<file path="config.mk">
export PLATFORM = sky130hd
export DESIGN_NAME = rf_wb_arbiter_flat
export DESIGN_NICKNAME = d
export VERILOG_FILES = /design/src/rtl/rf_pkg.sv /design/src/rtl/rf_wb_if.sv /design/src/rtl/rr_arbiter.sv /design/src/rtl/rf_wb_arbiter.sv /design/src/flat_wrapper.sv
export SDC_FILE = /design/constraint.sdc
export NUM_CORES = 1
export LEC_CHECK = 0
export BUFFER_PORTS_ARGS = -buffer_cell sky130_fd_sc_hd__buf_2
export CAP_MARGIN = 10
export CORE_MARGIN = 4
export CORE_UTILIZATION = 30
export DETAILED_ROUTE_END_ITERATION = 12
export MAX_ROUTING_LAYER = met4
export PLACE_DENSITY = 0.66
export SYNTH_ARGS = -nofsm -noshare
export SYNTH_HDL_FRONTEND = slang
export SYNTH_HIERARCHICAL = 1
export SYNTH_SLANG_ARGS = --single-unit
</file>
<file path="constraint.sdc">
create_clock -name clk -period 5.2 [get_ports clk]
set_input_delay 1.04 -clock clk [delete_from_list [all_inputs] [get_ports clk]]
set_output_delay 1.04 -clock clk [all_outputs]
set_load 0.005 [all_outputs]
</file>
<file path="src/rtl/rf_pkg.sv">
// Shared constants for the register-file write-back arbiter.
// Default sizes and the hard-wired zero register address.
package rf_pkg;

  localparam int NREQ_DEF = 3;
  localparam int AW_DEF   = 5;
  localparam int DW_DEF   = 32;
  localparam int REG_ZERO = 0;

endpackage

</file>
<file path="src/rtl/rf_wb_if.sv">
// Write-back bus: requester handshakes, RF write port and bypass query.
// master = requester/consumer side, slave = the arbiter.
interface rf_wb_if #(
  parameter int NREQ = rf_pkg::NREQ_DEF,
  parameter int AW   = rf_pkg::AW_DEF,
  parameter int DW   = rf_pkg::DW_DEF
);

  logic [NREQ-1:0]    req_valid;
  logic [NREQ*AW-1:0] req_addr;
  logic [NREQ*DW-1:0] req_data;
  logic [NREQ-1:0]    req_ready;
  logic               hold;
  logic               RegWrite;
  logic [AW-1:0]      WriteAddr;
  logic [DW-1:0]      WriteData;
  logic [AW-1:0]      q_addr1;
  logic [AW-1:0]      q_addr2;
  logic               q_hit1;
  logic               q_hit2;
  logic [DW-1:0]      q_data1;
  logic [DW-1:0]      q_data2;

  modport master (
    output req_valid, req_addr, req_data, hold, q_addr1, q_addr2,
    input  req_ready, RegWrite, WriteAddr, WriteData,
    input  q_hit1, q_hit2, q_data1, q_data2
  );

  modport slave (
    input  req_valid, req_addr, req_data, hold, q_addr1, q_addr2,
    output req_ready, RegWrite, WriteAddr, WriteData,
    output q_hit1, q_hit2, q_data1, q_data2
  );

endinterface

</file>
<file path="src/rtl/rr_arbiter.sv">
// Round-robin arbiter: one-hot grant searched from the slot after the last winner.
// The pointer moves to the winner only when advance_i reports an accept.
module rr_arbiter
  import rf_pkg::*;
#(
  parameter  int NREQ = NREQ_DEF,
  localparam int PW   = (NREQ > 1) ? $clog2(NREQ) : 1
) (
  input  logic            clk,
  input  logic            rst,
  input  logic [NREQ-1:0] req_i,
  input  logic            advance_i,
  output logic [NREQ-1:0] grant_o,
  output logic [PW-1:0]   last_o
);

  logic [PW-1:0] last_q;
  logic [PW-1:0] last_d;
  logic [PW-1:0] win_idx;
  logic [PW-1:0] idx;
  logic          found;

  always_comb begin
    grant_o = '0;
    win_idx = last_q;
    idx     = '0;
    found   = 1'b0;
    for (int k = 1; k <= NREQ; k++) begin
      idx = PW'((int'(last_q) + k) % NREQ);
      if (!found && req_i[idx]) begin
        grant_o[idx] = 1'b1;
        win_idx      = idx;
        found        = 1'b1;
      end
    end
  end

  assign last_d = advance_i ? win_idx : last_q;

  always_ff @(posedge clk) begin
    if (rst) begin
      last_q <= PW'(NREQ - 1);
    end else begin
      last_q <= last_d;
    end
  end

  assign last_o = last_q;

endmodule

</file>
<file path="src/rtl/rf_wb_arbiter.sv">
// Shares the RF write port between NREQ write-back requesters; the winner is
// registered and written one cycle later, with a bypass view of that write.
module rf_wb_arbiter
  import rf_pkg::*;
#(
  parameter  int NREQ = NREQ_DEF,
  parameter  int AW   = AW_DEF,
  parameter  int DW   = DW_DEF,
  localparam int PW   = (NREQ > 1) ? $clog2(NREQ) : 1
) (
  input  logic    clk,
  input  logic    rst,
  rf_wb_if.slave  bus
);

  logic [NREQ-1:0] grant;
  logic [PW-1:0]   unused_rr_last;
  logic            accept;
  logic [AW-1:0]   sel_addr;
  logic [DW-1:0]   sel_data;

  logic            regwrite_q, regwrite_d;
  logic [AW-1:0]   waddr_q, waddr_d;
  logic [DW-1:0]   wdata_q, wdata_d;

  rr_arbiter #(.NREQ(NREQ)) u_rr (
    .clk       (clk),
    .rst       (rst),
    .req_i     (bus.req_valid),
    .advance_i (accept),
    .grant_o   (grant),
    .last_o    (unused_rr_last)
  );

  // Ready is the grant itself, so it may depend on valid in the same cycle.
  assign bus.req_ready = grant & {NREQ{~bus.hold & ~rst}};
  assign accept        = |bus.req_ready;

  always_comb begin
    sel_addr = '0;
    sel_data = '0;
    for (int i = 0; i < NREQ; i++) begin
      if (grant[i]) begin
        sel_addr = bus.req_addr[i*AW +: AW];
        sel_data = bus.req_data[i*DW +: DW];
      end
    end
  end

  always_comb begin
    regwrite_d = 1'b0;
    waddr_d    = waddr_q;
    wdata_d    = wdata_q;
    if (accept) begin
      waddr_d    = sel_addr;
      wdata_d    = sel_data;
      regwrite_d = (sel_addr != AW'(REG_ZERO));
    end
  end

  // Write-back register stage: accept at edge N, RF write during cycle N+1.
  always_ff @(posedge clk) begin
    if (rst) begin
      regwrite_q <= 1'b0;
      waddr_q    <= '0;
      wdata_q    <= '0;
    end else begin
      regwrite_q <= regwrite_d;
      waddr_q    <= waddr_d;
      wdata_q    <= wdata_d;
    end
  end

  assign bus.RegWrite  = regwrite_q;
  assign bus.WriteAddr = waddr_q;
  assign bus.WriteData = wdata_q;

  assign bus.q_hit1  = regwrite_q && (waddr_q == bus.q_addr1) && (bus.q_addr1 != AW'(REG_ZERO));
  assign bus.q_hit2  = regwrite_q && (waddr_q == bus.q_addr2) && (bus.q_addr2 != AW'(REG_ZERO));
  assign bus.q_data1 = bus.q_hit1 ? wdata_q : '0;
  assign bus.q_data2 = bus.q_hit2 ? wdata_q : '0;

endmodule

</file>
<file path="src/flat_wrapper.sv">
// flat-port wrapper written by rule: the top's interface ports become plain ports
module rf_wb_arbiter_flat import rf_pkg::*;
#(
  parameter  int NREQ = NREQ_DEF,
  parameter  int AW   = AW_DEF,
  parameter  int DW   = DW_DEF,
  localparam int PW   = (NREQ > 1) ? $clog2(NREQ) : 1
)
  (clk, rst, bus_req_valid, bus_req_addr, bus_req_data, bus_hold, bus_q_addr1, bus_q_addr2, bus_req_ready, bus_RegWrite, bus_WriteAddr, bus_WriteData, bus_q_hit1, bus_q_hit2, bus_q_data1, bus_q_data2);
  rf_wb_if #(.NREQ(NREQ), .AW(AW), .DW(DW)) bus_i ();
  input  logic clk;
  input  logic rst;
  input wire logic [$bits(bus_i.req_valid)-1:0] bus_req_valid;
  input wire logic [$bits(bus_i.req_addr)-1:0] bus_req_addr;
  input wire logic [$bits(bus_i.req_data)-1:0] bus_req_data;
  input wire logic [$bits(bus_i.hold)-1:0] bus_hold;
  input wire logic [$bits(bus_i.q_addr1)-1:0] bus_q_addr1;
  input wire logic [$bits(bus_i.q_addr2)-1:0] bus_q_addr2;
  output wire logic [$bits(bus_i.req_ready)-1:0] bus_req_ready;
  output wire logic [$bits(bus_i.RegWrite)-1:0] bus_RegWrite;
  output wire logic [$bits(bus_i.WriteAddr)-1:0] bus_WriteAddr;
  output wire logic [$bits(bus_i.WriteData)-1:0] bus_WriteData;
  output wire logic [$bits(bus_i.q_hit1)-1:0] bus_q_hit1;
  output wire logic [$bits(bus_i.q_hit2)-1:0] bus_q_hit2;
  output wire logic [$bits(bus_i.q_data1)-1:0] bus_q_data1;
  output wire logic [$bits(bus_i.q_data2)-1:0] bus_q_data2;
  assign bus_i.req_valid = bus_req_valid;
  assign bus_i.req_addr = bus_req_addr;
  assign bus_i.req_data = bus_req_data;
  assign bus_i.hold = bus_hold;
  assign bus_i.q_addr1 = bus_q_addr1;
  assign bus_i.q_addr2 = bus_q_addr2;
  assign bus_req_ready = bus_i.req_ready;
  assign bus_RegWrite = bus_i.RegWrite;
  assign bus_WriteAddr = bus_i.WriteAddr;
  assign bus_WriteData = bus_i.WriteData;
  assign bus_q_hit1 = bus_i.q_hit1;
  assign bus_q_hit2 = bus_i.q_hit2;
  assign bus_q_data1 = bus_i.q_data1;
  assign bus_q_data2 = bus_i.q_data2;
  rf_wb_arbiter #(.NREQ(NREQ), .AW(AW), .DW(DW)) u_core (.clk(clk), .rst(rst), .bus(bus_i));
endmodule
</file>
---- After elaboration in Yosys (flattened, before gate mapping) ----
Index checks and enable logic that the tools add are counted.
cells by class
  mux-type cells .......................... 28
  shifts and indexed selects .............. 0
  bitwise logic cells ..................... 7
  div/mod/pow operators ................... 3
  $lt $le $gt $ge ......................... 6
  multiply operators ...................... 0
  reduce and logical (&&, ||, !) cells .... 18
  equal/unequal tests ..................... 2
  add/sub/neg operators ................... 3
operators by type and width
  operator                                                                       count
  32-bit two-way mux                                                             5
  32-bit by 3-bit modulo with 32-bit output (second input constant)              3
  5-bit two-way mux                                                              3
  5-bit nonzero test                                                             3
  5-bit equality test                                                            2
  1-bit logical AND                                                              9
  2-bit by 3-bit less-than comparator with 1-bit output (second input constant)  3
  3-bit two-way mux                                                              3
  1-bit two-way mux                                                              8
  2-bit by 2-bit adder with 3-bit output (second input constant)                 2
  1-bit binary-select mux with 2-bit select                                      3
  1-bit demux with 2-bit select                                                  3
  2-bit by 1-bit >= comparator with 1-bit output (second input constant)         3
  2-bit two-way mux                                                              3
  3-bit bitwise OR                                                               2
  2-bit by 1-bit adder with 3-bit output (second input constant)                 1
  3-bit AND                                                                      1
  1-bit NOT                                                                      3
  3-bit nonzero test                                                             1
  3-bit OR reduction                                                             1
  1-bit logical NOT                                                              2
  2-bit AND reduction                                                            1
  2-bit OR reduction                                                             1
  1-bit AND                                                                      1
storage, ports and cells
  bits in latches ......................... 0
  output and inout bits ................... 107
  bits in writable memories ............... 0
  memories ................................ 0
  logic and storage cells ................. 71
  bits in read-only memories .............. 0
  register bits ........................... 40

---- Longest topological paths before layout ----
Gate-level depths: netlist of the first run.
  depth in word-level cells ............... 15
  depth in mapped cells ................... 13

---- Hierarchy ----
Netlist of the first run, hierarchy kept.
modules (own cells, without submodules)
  module         area each (um2)  sequential area each (um2)  instances  cells an instance
  rf_wb_arbiter  2645.0           760.7                       1          320
  rr_arbiter     449.2            40.0                        1          60

---- Worst setup path after synthesis of the first run ----
OpenSTA, ideal clock, no wires.
  kind .................................... in2out
  start point ............................. in bus_req_valid[2]
  end point ............................... out bus_req_ready[1]
  data arrival time ....................... 2.803 ns
  path slack .............................. 1.357 ns
  cell stages on the path ................. 8
  cells stage by stage .................... clkbuf_2 -> mux2_2 -> o21ai_0 -> o21ai_0 -> o221ai_1 -> buf_2 -> clkbuf_1 -> and2_1
between the ends
  word-level cells in the longest chain between the ends .. 10
ends and longest elaborated chain
  what                                       RTL line             RTL
  start, declared                            flat_wrapper.sv:13   input wire logic [$bits(bus_i.req_valid)-1:0] bus_req_valid;
  1-bit binary-select mux with 2-bit select  rr_arbiter.sv:30     if (!found && req_i[idx]) begin
  1-bit two-way mux (not written as such)    rr_arbiter.sv:30
  1-bit two-way mux                          rr_arbiter.sv:30
  1-bit logical NOT                          rr_arbiter.sv:30
  1-bit logical AND                          rr_arbiter.sv:30
  1-bit two-way mux                          rr_arbiter.sv:30
  1-bit logical NOT                          rr_arbiter.sv:30
  1-bit logical AND                          rr_arbiter.sv:30
  3-bit two-way mux *                        rr_arbiter.sv:30
  named net u_core.grant[1]                  rf_wb_arbiter.sv:16  logic [NREQ-1:0] grant;
  3-bit AND *                                rf_wb_arbiter.sv:36  assign bus.req_ready = grant & {NREQ{~bus.hold & ~rst}};
  end, declared                              flat_wrapper.sv:19   output wire logic [$bits(bus_i.req_ready)-1:0] bus_req_ready;
Mark *: on every way through the listed nets, which the timed path passes. The rest lies on a longest branch. The select of a mux whose other input is x is not followed.

---- Worst setup path after layout of the first run ----
  start point ............................. reg u_core.u_rr.last_q[0], in the netlist u_core/u_rr/last_o[0]
  end point ............................... out bus_req_ready[1]
between the ends
  word-level cells in the longest chain between the ends .. 12
ends and longest elaborated chain
  what                                                                                                       RTL line                            RTL
  start, declared                                                                                            rr_arbiter.sv:17                    logic [PW-1:0] last_q;
  start signal, assigned                                                                                     rr_arbiter.sv:42                    last_q <= PW'(NREQ - 1);
  start signal, assigned                                                                                     rr_arbiter.sv:44                    last_q <= last_d;
  2-bit by 1-bit adder with 3-bit output                                                                     rr_arbiter.sv:29                    idx = PW'((int'(last_q) + k) % NREQ);
  32-bit by 3-bit modulo with 32-bit output                                                                  rr_arbiter.sv:29
  2-bit by 3-bit less-than comparator with 1-bit output (not written as such), or another cell as far along  rr_arbiter.sv:31                    grant_o[idx] = 1'b1;
  1-bit logical AND (not written as such) / 1-bit two-way mux (equally long branches)                        rr_arbiter.sv:31, rr_arbiter.sv:30
  1-bit two-way mux, on equally long branches                                                                rr_arbiter.sv:31, rr_arbiter.sv:30
  1-bit demux with 2-bit select / 1-bit logical NOT (equally long branches)                                  rr_arbiter.sv:31, rr_arbiter.sv:30
  3-bit two-way mux / 1-bit logical AND (equally long branches)                                              rr_arbiter.sv:30
  3-bit bitwise OR (no source line) / 1-bit two-way mux (equally long branches)                              --
  3-bit two-way mux / 1-bit logical NOT (equally long branches)                                              rr_arbiter.sv:30
  3-bit bitwise OR (no source line) / 1-bit logical AND (equally long branches)                              --
  3-bit two-way mux *                                                                                        rr_arbiter.sv:30
  named net u_core.grant[1]                                                                                  rf_wb_arbiter.sv:16
  3-bit AND *                                                                                                rf_wb_arbiter.sv:36
Marks and branches as above.

==> impl_metrics.yaml, run 1 <==
routing:
  viasPerCell: 5.124
  dr.first_iter.drc_count: 177
  wl_mm: 11.93
  drt-pass1-iter-count: 4
  vias: 3705
  route.detailed.drc: 0
  wl_per_cell_um: 16.50
  ant_nets: 0
synth:
  synthesis.nets: 511
  syn_avg_cell_area_sq_um: 8.143
  synthArstFlopShare: 0
  synth_most_common_cell: "and2_1"
  synth_area_leader_cell: "dfxtp_1"
  yosys-top-cells-count: "66 x and2_1, 40 x dfxtp_1, 37 x nand3b_1"
  synthTopCellsByArea: "dfxtp_1 26%, and2_1 13%, a221oi_1 9.1%"
  synth.cell_area_sq_um: 3094
  ys_ff_latch: 40
  yosysSeqAreaShare: 0.2588
  synth.distinct_cells: 51
  yosysTopAreaCellShare: 0.2588
  netlist_instances: 380
  synth_flop_cell: "dfxtp_1"
  synth-edff-count: 0
  ys_warn_count: 6
die:
  core_area_sq_um: 9910
  num_rows: 36
  dieWidth_um: 109.6
  die_area_sq_um: 12000
  initial_utilization: 0.3122
  die_y_um: 109.6
  num_io_pins: 234
sta:
  worst_slew_pin_slew_ns: 0.8925
  hold_violations: 0
  slew_viol_final: 0
  finalCritPeriodShare: 0.7916
  setup-violations-final: 0
  setup_tns_ns: 0
  post-route-min-period_ns: 4.116
  rsz0062_at_grt: "false"
  max_freq_mhz: 242.9
  slew_headroom: 0.4050
  clock_skew_ns: 0.006773
finish:
  antenna_cells: 0
  syn2layout_area_growth_pct: 42.18
  final_area_sq_um: 4399
  drive_above_1_share: 0.4424
  fin_nets: 721
  layout.cells.non_filler: 723
  final_core_util: 0.4439
pwr:
  peakVddDrop_mv: 0.1851
  p_leak_nw: 2.163
  powerDensity_nw_per_um2: 425.7
setup_path:
  worstPathRequired_ns: 4.16
  crit_fanout: 27
  setup.worst_path.start_class: "flip-flop"
  rr_worst_depth: 10
  setup.worst_path.end_class: "output port"
  rrSetupSlack_ns: 1.47
  crit_type: "flip-flop to output port"
  reg2reg_from: "u_core/u_rr/last_o[0]"
  cp.arrival_ns: 3.08
  r2r_end: "u_core/bus.WriteAddr[4]"
grt:
  grt_pass1_wl_mm: 16.86
  track_usage: 0.1821
  grt_antenna_before_repair: 0
  grt_max_degree: 68
  grt-ovfl-total: 0
  grt_pass1_vias: 3386
place:
  port_buffers: 233
  post-dp-hpwl_mm: 9.130
  place_inst: 716
  place_congestion: 0.9022
  placed_area_sq_um: 4318
hold_path:
  whs_path_depth: 2
  min-delay-start: "u_core/bus.WriteData[28]"
  hold_class: "flip-flop to flip-flop"
  hold_end: "u_core/bus.WriteData[28]"
clocking:
  clock_path_buffers: 2
  htreeDepth: 2
  clock-sinks: 40
  cts_tree: "built"
  cts-root-buf: "clkbuf_8"
  cts_resized: 0
  cts_buffers: 5
  path_clk_slew_ns: 0.08
  cts_setup_buffers: 0
  clk-insertion-delay-late_ns: 0.29
  hold_buffers: 0
outcome:
  status: "completed"
flow_run:
  maxCapViolations: 0
through the flow:
stage | power (W) | setup WS (ns) | hold slack, ns
after floorplan | 0.001278 | 1.357 | 0.4978
after global placement | 0.001647 | 1.338 | 0.5028
after detailed placement | 0.001681 | 1.237 | 0.5016
after CTS | 0.001891 | 1.103 | 0.5164
after global routing | 0.002023 | 0.9052 | 0.5449
final | 0.001873 | 1.084 | 0.5159
registers in the layout (all words and copies together) (netlist names):
| name | cells |
|---|---|
| u_core/bus.RegWrite | 1 |
| u_core/bus.WriteData | 32 |
| u_core/u_rr/last_o | 2 |
| u_core/bus.WriteAddr | 5 |
cell usage in the layout (no fill, tap or decap), types with 2 or more instances in the layout:
master and count:
a211oi_4 2, a21oi_1 5, a221oi_1 32, a2bb2oi_1 4
a311oi_1 2, and2_1 66, buf_2 233, buf_4 6
clkbuf_8 5, dfxtp_1 40, ha_1 4, inv_1 9
mux2i_1 2, nand2_1 12, nand3_1 2, nand3b_1 37
nand4_1 3, nor2_1 26, nor2b_1 12, nor4_1 2
o21ai_0 9, o21bai_1 2, o221ai_1 3, o31ai_1 32
or2b_1 4, or3_4 2, xnor2_1 8
per-layer routing:
metal	routed length (um)	GRT usage	part of all wire	up-vias
met5	0	-	0	-
met4	191	0.05076	0.016	0
met3	949	0.03406	0.080	16
met2	6075	0.3226	0.51	162
met1	4715	0.2098	0.40	1713
li1	-	-	-	1814
cell type report:
| cell class | count | area (sq um) |
|---|---|---|
| Sequential cell | 40 | 800.8 |
| Multi-Input combinational cell | 294 | 2102 |
| Tap cell | 133 | 166.4 |
| Clock inverter | 2 | 12.51 |
| Clock buffer | 5 | 68.82 |
| Timing Repair Buffer | 239 | 1211 |
| Inverter | 10 | 37.54 |
| Fill cell | 1017 | 5510 |
cell families after synthesis:
logic type / share of synthesized area
multiplexers: 0.01011
XOR/XNOR: 0.02265
AO/OA/AOI/OAI: 0.2754
AND/OR/NAND/NOR: 0.3405
flip-flops: 0.2588
buffers and inverters: 0.07642
adder cells (fa/ha/maj): 0.01618
worst max path at each step:
stage / cells after the start / endpoint / slack (ns) / from
2_1_floorplan: 8 / bus_req_ready[1] / 1.36 / bus_req_valid[2]
3_3_place_gp: 7 / bus_req_ready[1] / 1.34 / bus_req_valid[2]
3_5_place_dp: 9 / u_core/bus.WriteAddr[4] / 1.24 / bus_req_valid[2]
4_1_cts: 8 / bus_req_ready[1] / 1.10 / u_core/u_rr/last_o[0]
5_1_grt: 8 / bus_req_ready[1] / 0.91 / u_core/u_rr/last_o[0]
6_report: 8 / bus_req_ready[1] / 1.08 / u_core/u_rr/last_o[0]
worst max-delay path, stage by stage, from the launching register on:
cell and delay, ns:
dfxtp_1 0.42, inv_1 0.10, ha_1 0.45, nor2b_1 0.20
o21ai_2 0.25, nand4_1 0.27, o221ai_4 0.77, and2_1 0.23
buf_2 0.11
power by group:
part | switching, W | leakage, nW | internal, W
combinational | 0.000641 | 1.80 | 0.000471
sequential | 0.000127 | 0.328 | 0.000434
clock | 0.000109 | 0.0400 | 0.0000910
total | 0.000878 | 2.16 | 0.000995
No activity file was read; power rests on OpenSTA's default activity.
==> run 2: changes to the inputs <==
--- a/config.mk
+++ b/config.mk
@@ -5,13 +5,14 @@
 export SDC_FILE = /design/constraint.sdc
 export NUM_CORES = 1
 export LEC_CHECK = 0
+export ABC_AREA = 1
 export BUFFER_PORTS_ARGS = -buffer_cell sky130_fd_sc_hd__buf_2
 export CAP_MARGIN = 10
 export CORE_MARGIN = 4
 export CORE_UTILIZATION = 30
 export DETAILED_ROUTE_END_ITERATION = 12
 export MAX_ROUTING_LAYER = met4
-export PLACE_DENSITY = 0.66
+export PLACE_DENSITY = 0.64
 export SYNTH_ARGS = -nofsm -noshare
 export SYNTH_HDL_FRONTEND = slang
 export SYNTH_HIERARCHICAL = 1
==> constraint.sdc (replaced) <==
create_clock -name clk -period 4.15 [get_ports clk]
set_input_delay 0.83 -clock clk [delete_from_list [all_inputs] [get_ports clk]]
set_output_delay 0.83 -clock clk [all_outputs]
set_load 0.005 [all_outputs]
==> impl_metrics.yaml, run 2 <==
outcome:
  status: "completed"
synth:
  syn_avg_cell_area_sq_um: 7.171
  synth.cell_area_sq_um: 3492
  synth_area_leader_cell: "dfxtp_1"
  yosysSeqAreaShare: 0.2293
  ys_warn_count: 6
  synth.distinct_cells: 34
  yosys-top-cells-count: "118 x nand2_1, 59 x nor3_2, 48 x inv_1"
  netlist_instances: 487
  synth_most_common_cell: "nand2_1"
  synth-edff-count: 0
  synthArstFlopShare: 0
  yosysTopAreaCellShare: 0.2293
  synthesis.nets: 618
  ys_ff_latch: 40
  synthTopCellsByArea: "dfxtp_1 23%, nor3_2 17%, nand2_1 13%"
  synth_flop_cell: "dfxtp_1"
pwr:
  p_comb_frac: 0.668
  power_w: 0.002649
  p_seq_frac: 0.193
  peakVddDrop_mv: 0.1850
  powerDensity_nw_per_um2: 540.9
  p_leak_nw: 2.375
  power.internal_w: 0.001285
  swShare: 0.5149
  clock_power_share: 0.139
  switchingPower_w: 0.001364
die:
  num_rows: 39
  initial_utilization: 0.3058
  num_io_pins: 234
  core_area_sq_um: 11420
  die_y_um: 115.9
  dieWidth_um: 115.9
  die_area_sq_um: 13430
sta:
  post-route-min-period_ns: 3.701
  finalHoldWorstSlack_ns: 0.5430
  clock_skew_ns: 0.004679
  slew_headroom: 0.5260
  setup_tns_ns: 0
  slew_viol_final: 0
  rsz0062_at_grt: "false"
  finalCritPeriodShare: 0.8919
  worst_slew_pin_slew_ns: 0.7111
  setup-violations-final: 0
  max_freq_mhz: 270.2
  hold_violations: 0
routing:
  vias: 4184
  wl_per_cell_um: 15.85
  wl_mm: 13.43
  drt-pass1-iter-count: 5
  viasPerCell: 4.940
  route.detailed.drc: 0
  ant_nets: 0
  dr.first_iter.drc_count: 199
finish:
  final_area_sq_um: 4897
  antenna_cells: 0
  fin_nets: 835
  largest_register_ff_count: 32
  final_common_cell: "buf_2"
  final_core_util: 0.4289
  layout_common_cells: "233 x buf_2, 115 x nand2_1, 59 x nor3_2"
  syn2layout_area_growth_pct: 40.24
  drive_above_1_share: 0.5270
setup_path:
  worstPathRequired_ns: 3.32
  setup.worst_path.start_class: "flip-flop"
  crit_type: "flip-flop to output port"
  crit_fanout: 21
  setup.worst_path.end_class: "output port"
  cp.arrival_ns: 2.87
clocking:
  cts_tree: "built"
  clock_path_buffers: 2
  cts-root-buf: "clkbuf_16"
  clock-sinks: 40
  cts_resized: 0
  hold_buffers: 0
  path_clk_slew_ns: 0.06
  clk-insertion-delay-late_ns: 0.28
  htreeDepth: 2
  cts_setup_buffers: 0
  cts_buffers: 5
grt:
  grt_pass1_vias: 4041
  grt_antenna_before_repair: 0
  grt_max_degree: 38
  grt-ovfl-total: 0
  track_usage: 0.1955
  grt_pass1_wl_mm: 20.42
place:
  placed_area_sq_um: 4763
  place_congestion: 0.8945
  port_buffers: 233
  post-dp-hpwl_mm: 10.14
hold_path:
  hold_class: "flip-flop to flip-flop"
flow_run:
  maxCapViolations: 0
-- run 2: cell count changes after synthesis, moves of 13 or more --
cell / before / now
a21oi_1: 5 / 40
a221oi_1: 32 / 0
and2_1: 66 / 0
inv_1: 9 / 48
nand2_1: 12 / 118
nand3b_1: 37 / 0
nor2b_1: 13 / 0
nor3_2: 0 / 59
o21ai_0: 10 / 36
o22ai_2: 1 / 30
o31ai_1: 32 / 0
-- run 2: power groups by stage --
| stage | clock, W | sequential, W | combinational [W] |
|---|---|---|---|
| global route | 0.000400 | 0.000521 | 0.00198 |
| global placement | 0 | 0.000519 | 0.00175 |
| detailed placement | 0 | 0.000518 | 0.00177 |
| CTS | 0.000386 | 0.000511 | 0.00177 |
| finish | 0.000369 | 0.000511 | 0.00177 |
| floorplan | 0 | 0.000522 | 0.00129 |
-- run 2: area by class of cell --
| class | instances | area, sq um |
|---|---|---|
| flip-flops and latches | 40 | 800.8 |
| repair buffers | 246 | 1276 |
| inverters | 60 | 227.7 |
| fillers | 1237 | 6521 |
| clock inverters | 1 | 5.005 |
| multi-input cells | 351 | 2280 |
| well taps | 143 | 178.9 |
| clock buffers | 6 | 128.9 |
-- run 2: kinds of logic after synthesis --
| family | count (synthesis) | synth area share |
|---|---|---|
| and+or+nand+nor | 224 | 0.3719 |
| AOI/OAI and AO/OA | 121 | 0.2494 |
| buffers and inverters | 96 | 0.1301 |
| DFF | 40 | 0.2293 |
| adders and majority gates | 4 | 0.01433 |
| xor gates and xnor gates | 2 | 0.005017 |
-- run 2: worst paths after layout --
kind | startpoint | end | slack (ns) | cells past startpoint
min reg2reg | u_core/bus.WriteData[31] | u_core/bus.WriteData[31] | 0.54 | 2
min | u_core/bus.WriteData[31] | u_core/bus.WriteData[31] | 0.54 | 2
max | u_core/u_rr/last_o[0] | bus_req_ready[1] | 0.45 | 11
max reg2reg | u_core/u_rr/last_o[0] | u_core/bus.WriteData[14] | 0.79 | 17
-- run 2: critical path, stage by stage, from the launching register on --
cell and delay, ns:
dfxtp_1 0.36, inv_1 0.09, ha_1 0.52, inv_4 0.10
nand2_4 0.08, nand2_4 0.05, a21oi_4 0.23, nand3_2 0.23
o221ai_4 0.61, inv_2 0.09, nor2_1 0.11, buf_2 0.12
-- run 2: per-stage QoR --
step	cells	worst slack [ns]
floorplan	487	1.202
global placement	840	0.7644
detailed placement	840	0.7043
CTS	847	0.4152
global route	847	0.1253
finish	847	0.4486
-- run 2: layer usage --
| metal | part of all wire | global-route usage |
|---|---|---|
| met5 | 0 | - |
| met4 | 0.013 | 0.04486 |
| met3 | 0.065 | 0.02089 |
| met2 | 0.49 | 0.3356 |
| met1 | 0.43 | 0.2472 |
==> run 3: changes to the inputs <==
--- a/config.mk
+++ b/config.mk
@@ -5,15 +5,13 @@
 export SDC_FILE = /design/constraint.sdc
 export NUM_CORES = 1
 export LEC_CHECK = 0
-export ABC_AREA = 1
 export BUFFER_PORTS_ARGS = -buffer_cell sky130_fd_sc_hd__buf_2
 export CAP_MARGIN = 10
 export CORE_MARGIN = 4
 export CORE_UTILIZATION = 30
 export DETAILED_ROUTE_END_ITERATION = 12
 export MAX_ROUTING_LAYER = met4
-export PLACE_DENSITY = 0.64
+export PLACE_DENSITY = 0.66
 export SYNTH_ARGS = -nofsm -noshare
 export SYNTH_HDL_FRONTEND = slang
-export SYNTH_HIERARCHICAL = 1
 export SYNTH_SLANG_ARGS = --single-unit
==> impl_metrics.yaml, run 3 <==
outcome:
  status: "completed"
grt:
  grt_pass1_vias: 3486
  grt_antenna_before_repair: 1
  grt_pass1_wl_mm: 17.46
  grt-ovfl-total: 0
  track_usage: 0.1918
  grt_max_degree: 41
clocking:
  clock-sinks: 40
  clock_path_buffers: 2
  htreeDepth: 2
  cts-root-buf: "clkbuf_8"
  cts_setup_buffers: 0
  cts_buffers: 5
  clk-insertion-delay-late_ns: 0.29
  path_clk_slew_ns: 0.07
  cts_resized: 0
  hold_buffers: 0
  cts_tree: "built"
synth:
  synthesis.nets: 540
  yosys-top-cells-count: "64 x and2_1, 43 x nand2_1, 42 x nor2_1"
  synth_flop_cell: "dfxtp_1"
  synth_most_common_cell: "and2_1"
  synth.distinct_cells: 49
  synthArstFlopShare: 0
  netlist_instances: 409
  synth.cell_area_sq_um: 3042
  synthTopCellsByArea: "dfxtp_1 26%, and2_1 13%, a311oi_1 9.2%"
  ys_warn_count: 0
  yosysTopAreaCellShare: 0.2633
  yosysSeqAreaShare: 0.2633
  synth_area_leader_cell: "dfxtp_1"
  syn_avg_cell_area_sq_um: 7.437
  synth-edff-count: 0
  ys_ff_latch: 40
routing:
  dr.first_iter.drc_count: 225
  ant_nets: 0
  vias: 3875
  wl_per_cell_um: 16.00
  route.detailed.drc: 0
  viasPerCell: 5.119
  wl_mm: 12.11
  drt-pass1-iter-count: 5
setup_path:
  cp.arrival_ns: 2.91
  worstPathRequired_ns: 3.32
  rr_worst_depth: 10
  rrSetupSlack_ns: 0.65
  crit_type: "flip-flop to output port"
  crit_fanout: 21
  setup.worst_path.end_class: "output port"
  setup.worst_path.start_class: "flip-flop"
sta:
  hold_violations: 0
  worst_slew_pin_slew_ns: 0.5573
  slew_viol_final: 0
  slew_headroom: 0.6285
  clock_skew_ns: 0.007994
  finalCritPeriodShare: 0.9000
  rsz0062_at_grt: "false"
  post-route-min-period_ns: 3.735
  setup-violations-final: 0
  setup_tns_ns: 0
  max_freq_mhz: 267.7
hold_path:
  hold_class: "flip-flop to flip-flop"
  whs_path_depth: 1
finish:
  multi_input_area_sq_um: 2082
  syn2layout_area_growth_pct: 44.67
  seq_area_sq_um: 800.8
  final_area_sq_um: 4400
  largest_register_ff_count: 32
  fin_nets: 754
  fillers: 1075
  layout_common_cells: "233 x buf_2, 64 x and2_1, 43 x nand2_1"
  final_common_cell: "buf_2"
  drive_above_1_share: 0.4222
  final_core_util: 0.4481
place:
  place_congestion: 0.9390
  port_buffers: 233
  post-dp-hpwl_mm: 9.569
  placed_area_sq_um: 4317
pwr:
  p_leak_nw: 2.500
  peakVddDrop_mv: 0.1192
  powerDensity_nw_per_um2: 267.3
die:
  initial_utilization: 0.3098
  die_area_sq_um: 11810
  num_rows: 36
  dieWidth_um: 108.7
  die_y_um: 108.7
  core_area_sq_um: 9819
  num_io_pins: 234
flow_run:
  maxCapViolations: 0
-- run 3: cell types whose count changed in the layout (fill, tap and decap cells not counted), moves of 35 or more --
| cell | previous run | this run |
|---|---|---|
| nand2_1 | 115 | 43 |
| inv_1 | 48 | 5 |
| and2_1 | 0 | 64 |
| nor3_2 | 59 | 1 |
| o21ai_0 | 36 | 1 |
-- run 3: worst max-delay path: stages, from the launching register on --
cell,delay [ns]
dfxtp_1,0.38
inv_1,0.08
ha_1,0.48
mux2_4,0.34
mux2_4,0.31
o41a_2,0.69
nor3_2,0.21
buf_2,0.15
-- run 3: cells by family after synthesis --
group / synth area share
muxes: 0.01975
and+or+nand+nor: 0.3497
adders and majority gates: 0.01645
DFF: 0.2633
xor gates and xnor gates: 0.02304
buffers and inverters: 0.06582
AOI/OAI and AO/OA: 0.2620
-- run 3: worst paths after layout --
check / startpoint / endpoint
worst min register to register: u_core.bus.WriteData[24] / u_core.bus.WriteData[24]
worst min-delay path: u_core.bus.WriteData[24] / u_core.bus.WriteData[24]
worst max register to register: u_core.u_rr.last_o[0] / u_core.bus.WriteData[14]
worst max-delay path: u_core.u_rr.last_o[0] / bus_req_ready[1]
-- run 3: stage by stage --
stage	hold slack (ns)	std cells	setup WS, ns	total power [W]
finish	0.4963	757	0.4149	0.001176
global route	0.5217	757	0.2724	0.001262
CTS	0.5026	756	0.3908	0.001191
detailed placement	0.4844	749	0.6308	0.0009407
global placement	0.4744	749	0.7192	0.0009328
floorplan	0.4791	409	0.9522	0.0007520
-- run 3: area by class of cell --
class,count,area share
Timing Repair Buffer,244,0.2838
Sequential cell,40,0.1820
Antenna cell,1,0.0005687
Multi-Input combinational cell,327,0.4731
Tap cell,133,0.03782
Clock buffer,5,0.01564
Clock inverter,2,0.002843
Inverter,5,0.004265
-- run 3: report_power, final --
| group | internal (W) | switching (W) | leakage (nW) |
|---|---|---|---|
| clock | 0.000114 | 0.000131 | 0.0400 |
| combinational | 0.000196 | 0.000259 | 2.13 |
| sequential | 0.000429 | 0.0000484 | 0.326 |
-- run 3: routing by layer --
| metal | vias up | part of all wire | global-route usage |
|---|---|---|---|
| met3 | 9 | 0.077 | 0.02368 |
| met1 | 1808 | 0.40 | 0.2300 |
| met2 | 180 | 0.52 | 0.3425 |
| met4 | 0 | 0.0088 | 0.04509 |
| li1 | 1878 | - | - |
| met5 | - | 0 | - |
